===== src/rtl/key_expander.sv =====
// AES key schedule generator: streams the expanded key as 128-bit round keys
// over a valid/ready interface, one 32-bit schedule word per advancing cycle.
module key_expander #(
  parameter logic [2:0] MODE_MASK = 3'b111
) (
  input  logic         clk,
  input  logic         rst_n,
  input  logic         start,
  input  logic [1:0]   mode,
  input  logic [255:0] key,
  output logic [127:0] rk_data,
  output logic [3:0]   rk_idx,
  output logic         rk_valid,
  input  logic         rk_ready,
  output logic         busy,
  output logic         done,
  output logic         err
);

  localparam logic [2047:0] SBOX = {
    128'h637c777bf26b6fc53001672bfed7ab76,
    128'hca82c97dfa5947f0add4a2af9ca472c0,
    128'hb7fd9326363ff7cc34a5e5f171d83115,
    128'h04c723c31896059a071280e2eb27b275,
    128'h09832c1a1b6e5aa0523bd6b329e32f84,
    128'h53d100ed20fcb15b6acbbe394a4c58cf,
    128'hd0efaafb434d338545f9027f503c9fa8,
    128'h51a3408f929d38f5bcb6da2110fff3d2,
    128'hcd0c13ec5f974417c4a77e3d645d1973,
    128'h60814fdc222a908846eeb814de5e0bdb,
    128'he0323a0a4906245cc2d3ac629195e479,
    128'he7c8376d8dd54ea96c56f4ea657aae08,
    128'hba78252e1ca6b4c6e8dd741f4bbd8b8a,
    128'h703eb5664803f60e613557b986c11d9e,
    128'he1f8981169d98e949b1e87e9ce5528df,
    128'h8ca1890dbfe6426841992d0fb054bb16
  };

  // Entry b sits at the top of the table, so ~b*8 is its offset from bit 0.
  function automatic logic [7:0] sub_byte(input logic [7:0] b);
    return SBOX[{~b, 3'b000} +: 8];
  endfunction

  function automatic logic [31:0] sub_word(input logic [31:0] w);
    return {sub_byte(w[31:24]), sub_byte(w[23:16]), sub_byte(w[15:8]), sub_byte(w[7:0])};
  endfunction

  function automatic logic [7:0] xtime(input logic [7:0] b);
    return b[7] ? ({b[6:0], 1'b0} ^ 8'h1b) : {b[6:0], 1'b0};
  endfunction

  typedef enum logic {IDLE = 1'b0, RUN = 1'b1} state_t;

  state_t           state_q, state_d;
  logic [7:0][31:0] win_q;
  logic [95:0]      acc_q;
  logic [5:0]       i_q;
  logic [2:0]       pos_q;
  logic [2:0]       nkm1_q;
  logic [3:0]       nr_q;
  logic [7:0]       rc_q;
  logic             first_q;
  logic             gen_q;

  logic             mode_ok;
  logic [2:0]       nkm1_sel;
  logic [3:0]       nr_sel;
  logic [7:0][31:0] key_win;
  logic             start_ok, start_bad, xfer, final_xfer, advance;
  logic [31:0]      w_prev, w_back, rot_w, sub_w, t_w, w_new;

  always_comb begin
    mode_ok  = 1'b0;
    nkm1_sel = 3'd3;
    nr_sel   = 4'd10;
    case (mode)
      2'b00: mode_ok = MODE_MASK[0];
      2'b01: begin
        mode_ok  = MODE_MASK[1];
        nkm1_sel = 3'd5;
        nr_sel   = 4'd12;
      end
      2'b10: begin
        mode_ok  = MODE_MASK[2];
        nkm1_sel = 3'd7;
        nr_sel   = 4'd14;
      end
      default: mode_ok = 1'b0;
    endcase
  end

  // Preload so that slot Nk-1 holds key word 0; each shift then exposes the
  // next key word there, which is also where w[i-Nk] lives once i >= Nk.
  always_comb begin
    key_win = '0;
    for (int j = 0; j < 8; j++) begin
      if (j <= int'(nkm1_sel))
        key_win[j] = key[32 * (7 - int'(nkm1_sel) + j) +: 32];
    end
  end

  assign start_ok   = start && (state_q == IDLE) && mode_ok;
  assign start_bad  = start && (state_q == IDLE) && !mode_ok;
  assign xfer       = rk_valid && rk_ready;
  assign final_xfer = (state_q == RUN) && xfer && !gen_q && (rk_idx == nr_q);
  assign advance    = gen_q && !(rk_valid && !rk_ready);
  assign busy       = (state_q == RUN);

  always_comb begin
    w_prev = win_q[0];
    w_back = win_q[nkm1_q];
    rot_w  = {w_prev[23:0], w_prev[31:24]};
    sub_w  = sub_word((pos_q == 3'd0) ? rot_w : w_prev);
    t_w    = w_prev;
    if (pos_q == 3'd0)
      t_w = sub_w ^ {rc_q, 24'h0};
    else if ((nkm1_q == 3'd7) && (pos_q == 3'd4))
      t_w = sub_w;
    w_new = first_q ? w_back : (w_back ^ t_w);
  end

  always_ff @(posedge clk or negedge rst_n) begin
    if (!rst_n) state_q <= IDLE;
    else        state_q <= state_d;
  end

  always_comb begin
    state_d = state_q;
    case (state_q)
      IDLE:    if (start_ok) state_d = RUN;
      RUN:     if (final_xfer) state_d = IDLE;
      default: state_d = IDLE;
    endcase
  end

  always_ff @(posedge clk or negedge rst_n) begin
    if (!rst_n) begin
      win_q    <= '0;
      acc_q    <= '0;
      i_q      <= '0;
      pos_q    <= '0;
      nkm1_q   <= '0;
      nr_q     <= '0;
      rc_q     <= '0;
      first_q  <= 1'b0;
      gen_q    <= 1'b0;
      rk_data  <= '0;
      rk_idx   <= '0;
      rk_valid <= 1'b0;
      done     <= 1'b0;
      err      <= 1'b0;
    end else begin
      done <= final_xfer;
      err  <= start_bad;

      if (start_ok) begin
        win_q   <= key_win;
        acc_q   <= '0;
        i_q     <= '0;
        pos_q   <= '0;
        nkm1_q  <= nkm1_sel;
        nr_q    <= nr_sel;
        rc_q    <= 8'h01;
        first_q <= 1'b1;
        gen_q   <= 1'b1;
      end else if (advance) begin
        win_q <= {win_q[6:0], w_new};
        i_q   <= i_q + 6'd1;
        if (pos_q == nkm1_q) begin
          pos_q   <= '0;
          first_q <= 1'b0;
        end else begin
          pos_q <= pos_q + 3'd1;
        end
        if ((pos_q == 3'd0) && !first_q)
          rc_q <= xtime(rc_q);
        if (i_q == {nr_q, 2'b11})
          gen_q <= 1'b0;
        if (i_q[1:0] == 2'b11) begin
          rk_data <= {acc_q, w_new};
          rk_idx  <= i_q[5:2];
        end else begin
          acc_q <= {acc_q[63:0], w_new};
        end
      end

      if (advance && (i_q[1:0] == 2'b11))
        rk_valid <= 1'b1;
      else if (xfer)
        rk_valid <= 1'b0;
    end
  end

endmodule


===== config.mk =====
export PLATFORM = sky130hd
export DESIGN_NAME = key_expander
export DESIGN_NICKNAME = d
export VERILOG_FILES = /design/src/rtl/key_expander.sv
export SDC_FILE = /design/constraint.sdc
export NUM_CORES = 2
export LEC_CHECK = 0
export BUFFER_PORTS_ARGS = -buffer_cell sky130_fd_sc_hd__buf_4
export CAP_MARGIN = 20
export CORE_MARGIN = 5
export CORE_UTILIZATION = 30
export DETAILED_ROUTE_END_ITERATION = 6
export GPL_TIMING_DRIVEN = 0
export PLACE_DENSITY = 0.54
export SLEW_MARGIN = 5
export SYNTH_ARGS = -nofsm -noshare
export SYNTH_HDL_FRONTEND = slang
export SYNTH_SLANG_ARGS = --single-unit

===== constraint.sdc =====
create_clock -name clk -period 14.71 [get_ports clk]
set_clock_uncertainty 0.2 [all_clocks]
set_input_delay 0 -clock clk [delete_from_list [all_inputs] [get_ports clk]]
set_output_delay 0 -clock clk [all_outputs]
set_load 0.02 [all_outputs]

After elaboration in Yosys (flattened, before gate mapping)
Index checks and enable logic that the tools add are counted.
W data, S select, Z words.

storage, ports and cells
  bits in registers = 514

cells by class
  multiplexer cells = 41
  eq/ne operators = 9
  reductions and logical operators = 30
  $lt $le $gt $ge = 8
  $add $sub $neg = 10
  bitwise logic cells = 9
  shifts and indexed selects = 12

operator list
  cell                          number
  $shiftx A2048 B12 Y8 const A  4
  $shiftx A256 B32 Y32          6
  $mux W256                     2
  $mux W32                      12
  $mux W96                      3
  $shiftx A256 B10 Y32          1
  $shiftx A256 B9 Y32           1
  $bmux W32 S3                  1
  $xor A32 B32 Y32              2
  $not A8 Y8                    4
  $mux W8                       3
  $add A4 B4 Y5 const B         4
  $le A3 B3 Y1 const A          4
  $logic_and A1 B1 Y1           12
  $mux W6                       2
  $pmux W3 S2                   2
  $mux W1                       11
  $add A4 B3 Y5 const B         2
  $reduce_bool A2 Y1            5
  $mux W3                       3
  $reduce_and A2 Y1             4
  $add A6 B1 Y6 const B         1
  $eq A3 B3 Y1 const B          2
  $eq A6 B6 Y1                  1
  other kinds (20)              27

Depth between registers and ports, before layout
  depth after elaboration = 11
  gate-level depth with buffers = 21

Least setup slack after synthesis
OpenSTA, ideal clock, no wires.

  path type = register to register
  start point = register pos_q[0]
  end point = register win_q (netlist bit w_prev[19])
  setup time = 136 ps
  data required time = 14374 ps
  cell stages (with the launch flop) = 22
  path slack = 10015 ps
  arrival = 4359 ps
  path through = dfrtp_1 -> inv_1 -> ha_1 -> nor2b_1 -> buf_6 -> buf_6 -> mux2_2 -> buf_2 -> buf_1 -> ha_1 -> clkbuf_1 -> inv_1 -> clkbuf_1 -> a211oi_1 -> a21oi_1 -> a221oi_1 -> mux4_2 -> o311ai_1 -> a31oi_1 -> xnor2_1 -> a211oi_1 -> a21oi_1

on the way
  word-level cells in the longest chain between the ends = 10

RTL lines
  element                                              RTL line  RTL
  from (decl)                                          58        logic [2:0] pos_q;
  from (signal assigned)                               173       pos_q <= pos_q + 3'd1;
  $logic_not A3 Y1                                     113, 115
  $mux W32                                             113       sub_w = sub_word((pos_q == 3'd0) ? rot_w : w_prev);
  $not A8 Y8                                           41        return SBOX[{~b, 3'b000} +: 8];
  $shiftx A2048 B12 Y8                                 41
  $mux W32 / $xor A32 B32 Y32 (equally long branches)  117, 116
  $mux W32 *                                           115       if (pos_q == 3'd0)
  $xor A32 B32 Y32 *                                   119       w_new = first_q ? w_back : (w_back ^ t_w);
  $mux W32 *                                           119
  $mux W256 *                                          166       end else if (advance) begin
  $mux W256 *                                          156       if (start_ok) begin
  to (signal assigned)                                 157       win_q <= key_win;
  to (signal assigned)                                 167       win_q <= {win_q[6:0], w_new};
  to (decl)                                            55        logic [7:0][31:0] win_q;

Mark *: on every way between the ends. The rest lies on a longest branch, timed or not. The select of a mux whose other input is x is not followed.
A chain may end at the register's enable or synchronous reset.

Worst setup path after layout
Ends and elaborated chain as after synthesis.

==> run_results.csv <==
group,metric,value,unit
outcome,outcome,"finished with violations",
outcome,violations,"design-rule violations",
sta,final_max_slew_viol_count,0,
logic_synthesis,synthAdderAreaFrac,0.0110,
clock_tree,tritoncts,"built",
clock_tree,ctsResizeCount,0,
sta,worstMarginPinSlew,1.27,ns
worst_hold_path,min_path_type,"input port to flip-flop",
grt,grt_overflow,0,
placement,post-dp-hpwl,238,mm
logic_synthesis,ys_top_cells_by_area,"dfrtp_1, mux4_2, mux2i_1",
route,drtAntennaViolNets,0,
sta,fin_crit,8.23,ns
logic_synthesis,synth_top_cell_area_share,0.288,
sta,fmax,122,MHz
sta,setup_viol,0,
logic_synthesis,synth-seq-cells,510,
sta,fin_crit_sh,0.559,
worst_setup_path,slowest_delay,0.80,ns
cells_and_area,area_growth_syn_to_layout,27.6,%
logic_synthesis,async_reset_ff_frac,1.00,
logic_synthesis,synth_compound_area_frac,0.251,
sta,rsz0062_at_grt,"no",
worst_setup_path,endpoint_kind,"flip-flop",
die,num_io_pins,398,
logic_synthesis,postSynthCellCount,5043,
worst_setup_path,critical_path_required,14.98,ns
die,die-area,0.156,mm²
route,vias_per_cell,6.70,
logic_synthesis,synth_mux_area_frac,0.238,
logic_synthesis,synth-seq-area-share,0.288,
worst_setup_path,reg2reg_slack,6.48,ns
route,wire_per_inst,39.0,µm
logic_synthesis,syn_nets,5344,
cells_and_area,final_net_count,6269,
route,drt-initial-drc-count,7812,
cells_and_area,layout_commonest_cell,"nand2_1",
sta,fin_tns_setup,0,ns
logic_synthesis,syn-cell-area,0.0444,mm²
worst_setup_path,reg2reg_to,"w_prev[19]",
worst_hold_path,min-delay-start,"start",
logic_synthesis,synth_top_area_cell,"dfrtp_1",
placement,post-place-ws,6.98,ns
die,die_x,395,µm
placement,io_buffers,397,
route,drt_wl_total,310,mm
logic_synthesis,ys.flop_type,"dfrtp_1",
clock_tree,post_cts_buffers,0,
clock_tree,cts_buffer_depth,3,
die,fp.dieH,395,µm
route,drcViolationCount,5,
clock_tree,cts_inserted_buffers,55,
grt,grt_pass1_wl,426,mm
cells_and_area,layout_common_cells,"nand2_1, dfrtp_1, buf_4",
worst_hold_path,holdPathStages,3,
worst_hold_path,min_to,"err",
route,dr.pass1.iters,7,
placement,routabilityCongestion,1.04,
clock_tree,clk_latency,0.65,ns
clock_tree,cts_max_level,2,
grt,grt_max_degree,109,
worst_setup_path,cpLargestDelayFamily,"buffers and inverters",
grt,antenna_found_initial,11,
clock_tree,clk_pin_slew,0.07,ns
logic_synthesis,ys_types,105,
cells_and_area,nFillCells,14820,
die,core-area,0.147,mm²
grt,grt_usage,0.378,
logic_synthesis,synth_xor_area_frac,0.0109,
logic_synthesis,avgSynthCellArea,8.80,µm²
grt,grt_pass1_vias,51382,
worst_setup_path,reg2reg_depth,21,
logic_synthesis,ys_warn_count,0,
route,vias,53263,
clock_tree,cts-root-buf,"clkbuf_16",
sta,fin_ws,6.48,ns
worst_setup_path,worst_path_max_delay_cell,"a21oi_1",
sta,relSlewSlack,0.128,
worst_setup_path,cp-start-kind,"flip-flop",
logic_synthesis,synth_top_family_by_area,"compound AO/OA/AOI/OAI gates",
worst_setup_path,critPathKind,"flip-flop to flip-flop",
cells_and_area,layout-drive-gt1-share,0.201,
worst_setup_path,cp.arrival,8.50,ns
worst_setup_path,cp_max_fo,13,
logic_synthesis,synth-simple-area-share,0.142,
worst_setup_path,r2r_start,"pos_q[0]",
worst_setup_path,path_cells,"inv_1, ha_1, nor2b_1, buf_6, buf_6, mux2_2, buf_2, buf_1, ha_1, clkbuf_1, inv_1, clkbuf_1, a211oi_1, a21oi_1, a221oi_1, mux4_2, o311ai_1, a31oi_1, xnor2_1, a211oi_1, a21oi_1",
die,std_cell_rows,141,
die,start_util,0.301,
sta,finalHoldViolations,0,
worst_setup_path,critPathBufInv,8,
clock_tree,clock-sinks,510,
flow_run,cap_violations,0,
logic_synthesis,synth_edf_count,0,
==> Yosys cell counts (27+ instances only) <==
master,n
and3_1,28
clkbuf_1,302
o221ai_1,45
mux2_2,209
dfrtp_1,510
nor3_1,86
xnor2_1,36
nand3_1,160
inv_1,43
a2111oi_0,30
a21oi_1,288
nand2_1,668
mux4_2,196
o311ai_0,28
buf_2,137
o211ai_1,116
nor2b_1,27
a211oi_1,167
a311oi_1,32
o22ai_1,29
ha_1,39
o21ai_0,406
a221oi_1,43
mux2i_1,368
a31oi_1,114
buf_1,74
nor2_1,282
==> layer usage <==
layer | routed length, µm | global-route usage | up-vias
met5 | 87 | 0 | -
met4 | 23400 | 0.221 | 10
met3 | 32000 | 0.0855 | 1061
met2 | 134000 | 0.585 | 4215
met1 | 120000 | 0.486 | 26820
li1 | - | - | 21157
==> kinds of logic after synthesis <==
| group | count (synthesis) |
|---|---|
| buffers and inverters | 605 |
| adder cells (fa/ha/maj) | 39 |
| AO/OA/AOI/OAI | 1644 |
| flip-flops | 510 |
| AND/OR/NAND/NOR | 1407 |
| XOR/XNOR | 55 |
| multiplexers | 783 |
==> worst register-to-register path, stage by stage, from the launching register on <==
cell and delay (ns):
dfrtp_1 0.42, inv_1 0.10, ha_1 0.36, nor2b_1 0.22, buf_6 0.20, buf_6 0.20, mux2_2 0.32, buf_2 0.38
buf_1 0.75, ha_1 0.38, clkbuf_1 0.32, inv_1 0.17, clkbuf_1 0.71, a211oi_1 0.22, a21oi_1 0.80, a221oi_1 0.19
mux4_2 0.62, o311ai_1 0.26, a31oi_1 0.15, xnor2_1 0.51, a211oi_1 0.22, a21oi_1 0.37
==> stage by stage <==
step	utilization	hold WS, ns	instances	instance area (µm²)
after detailed placement	0.343	-0.109	7429	50500
after global routing	0.384	0.0191	7937	56600
after CTS	0.383	0.0135	7923	56400
final	0.384	0.0582	7944	56600
after global placement	0.338	0.118	7370	49800
after floorplan	-	-0.496	5043	44400
==> how the worst max path moves through the flow <==
stage | startpoint | to | slack (ns) | cells after the start
6_report | pos_q[0] | w_prev[19] | 6.48 | 21
5_1_grt | pos_q[0] | w_prev[19] | 6.44 | 21
4_1_cts | pos_q[0] | w_prev[19] | 6.89 | 21
3_5_place_dp | pos_q[0] | w_prev[19] | 6.98 | 21
3_3_place_gp | pos_q[0] | w_prev[17] | 6.48 | 17
2_1_floorplan | pos_q[0] | w_prev[19] | 10.02 | 21
==> sequential cells by signal (all words and copies together), names as in the netlist, 2 cells and up <==
signal,count
rk_data,128
pos_q,3
acc_q,96
rc_q,8
win_q,224
nkm1_q,2
w_prev,32
i_q,6
rk_idx,4
==> area by class of cell <==
type,instances,area (µm²),area share
Inverter,53,199,0.00351
Tap cell,1930,2410,0.0427
Multi-Input combinational cell,3928,29000,0.513
Sequential cell,510,12800,0.225
Clock buffer,80,1580,0.0279
Buffer,552,2440,0.0431
Clock inverter,16,345,0.00610
Timing Repair Buffer,868,7840,0.138
Antenna cell,7,17.5,0.000309
==> what timing repair did <==
item	in CTS	in global routing
hold buffers	398	0
setup endpoints to repair	0	0
hold endpoints to repair	548	0
Power is not shown: default switching activity piles up to over one toggle a cycle in this logic, so the estimate is an artifact.
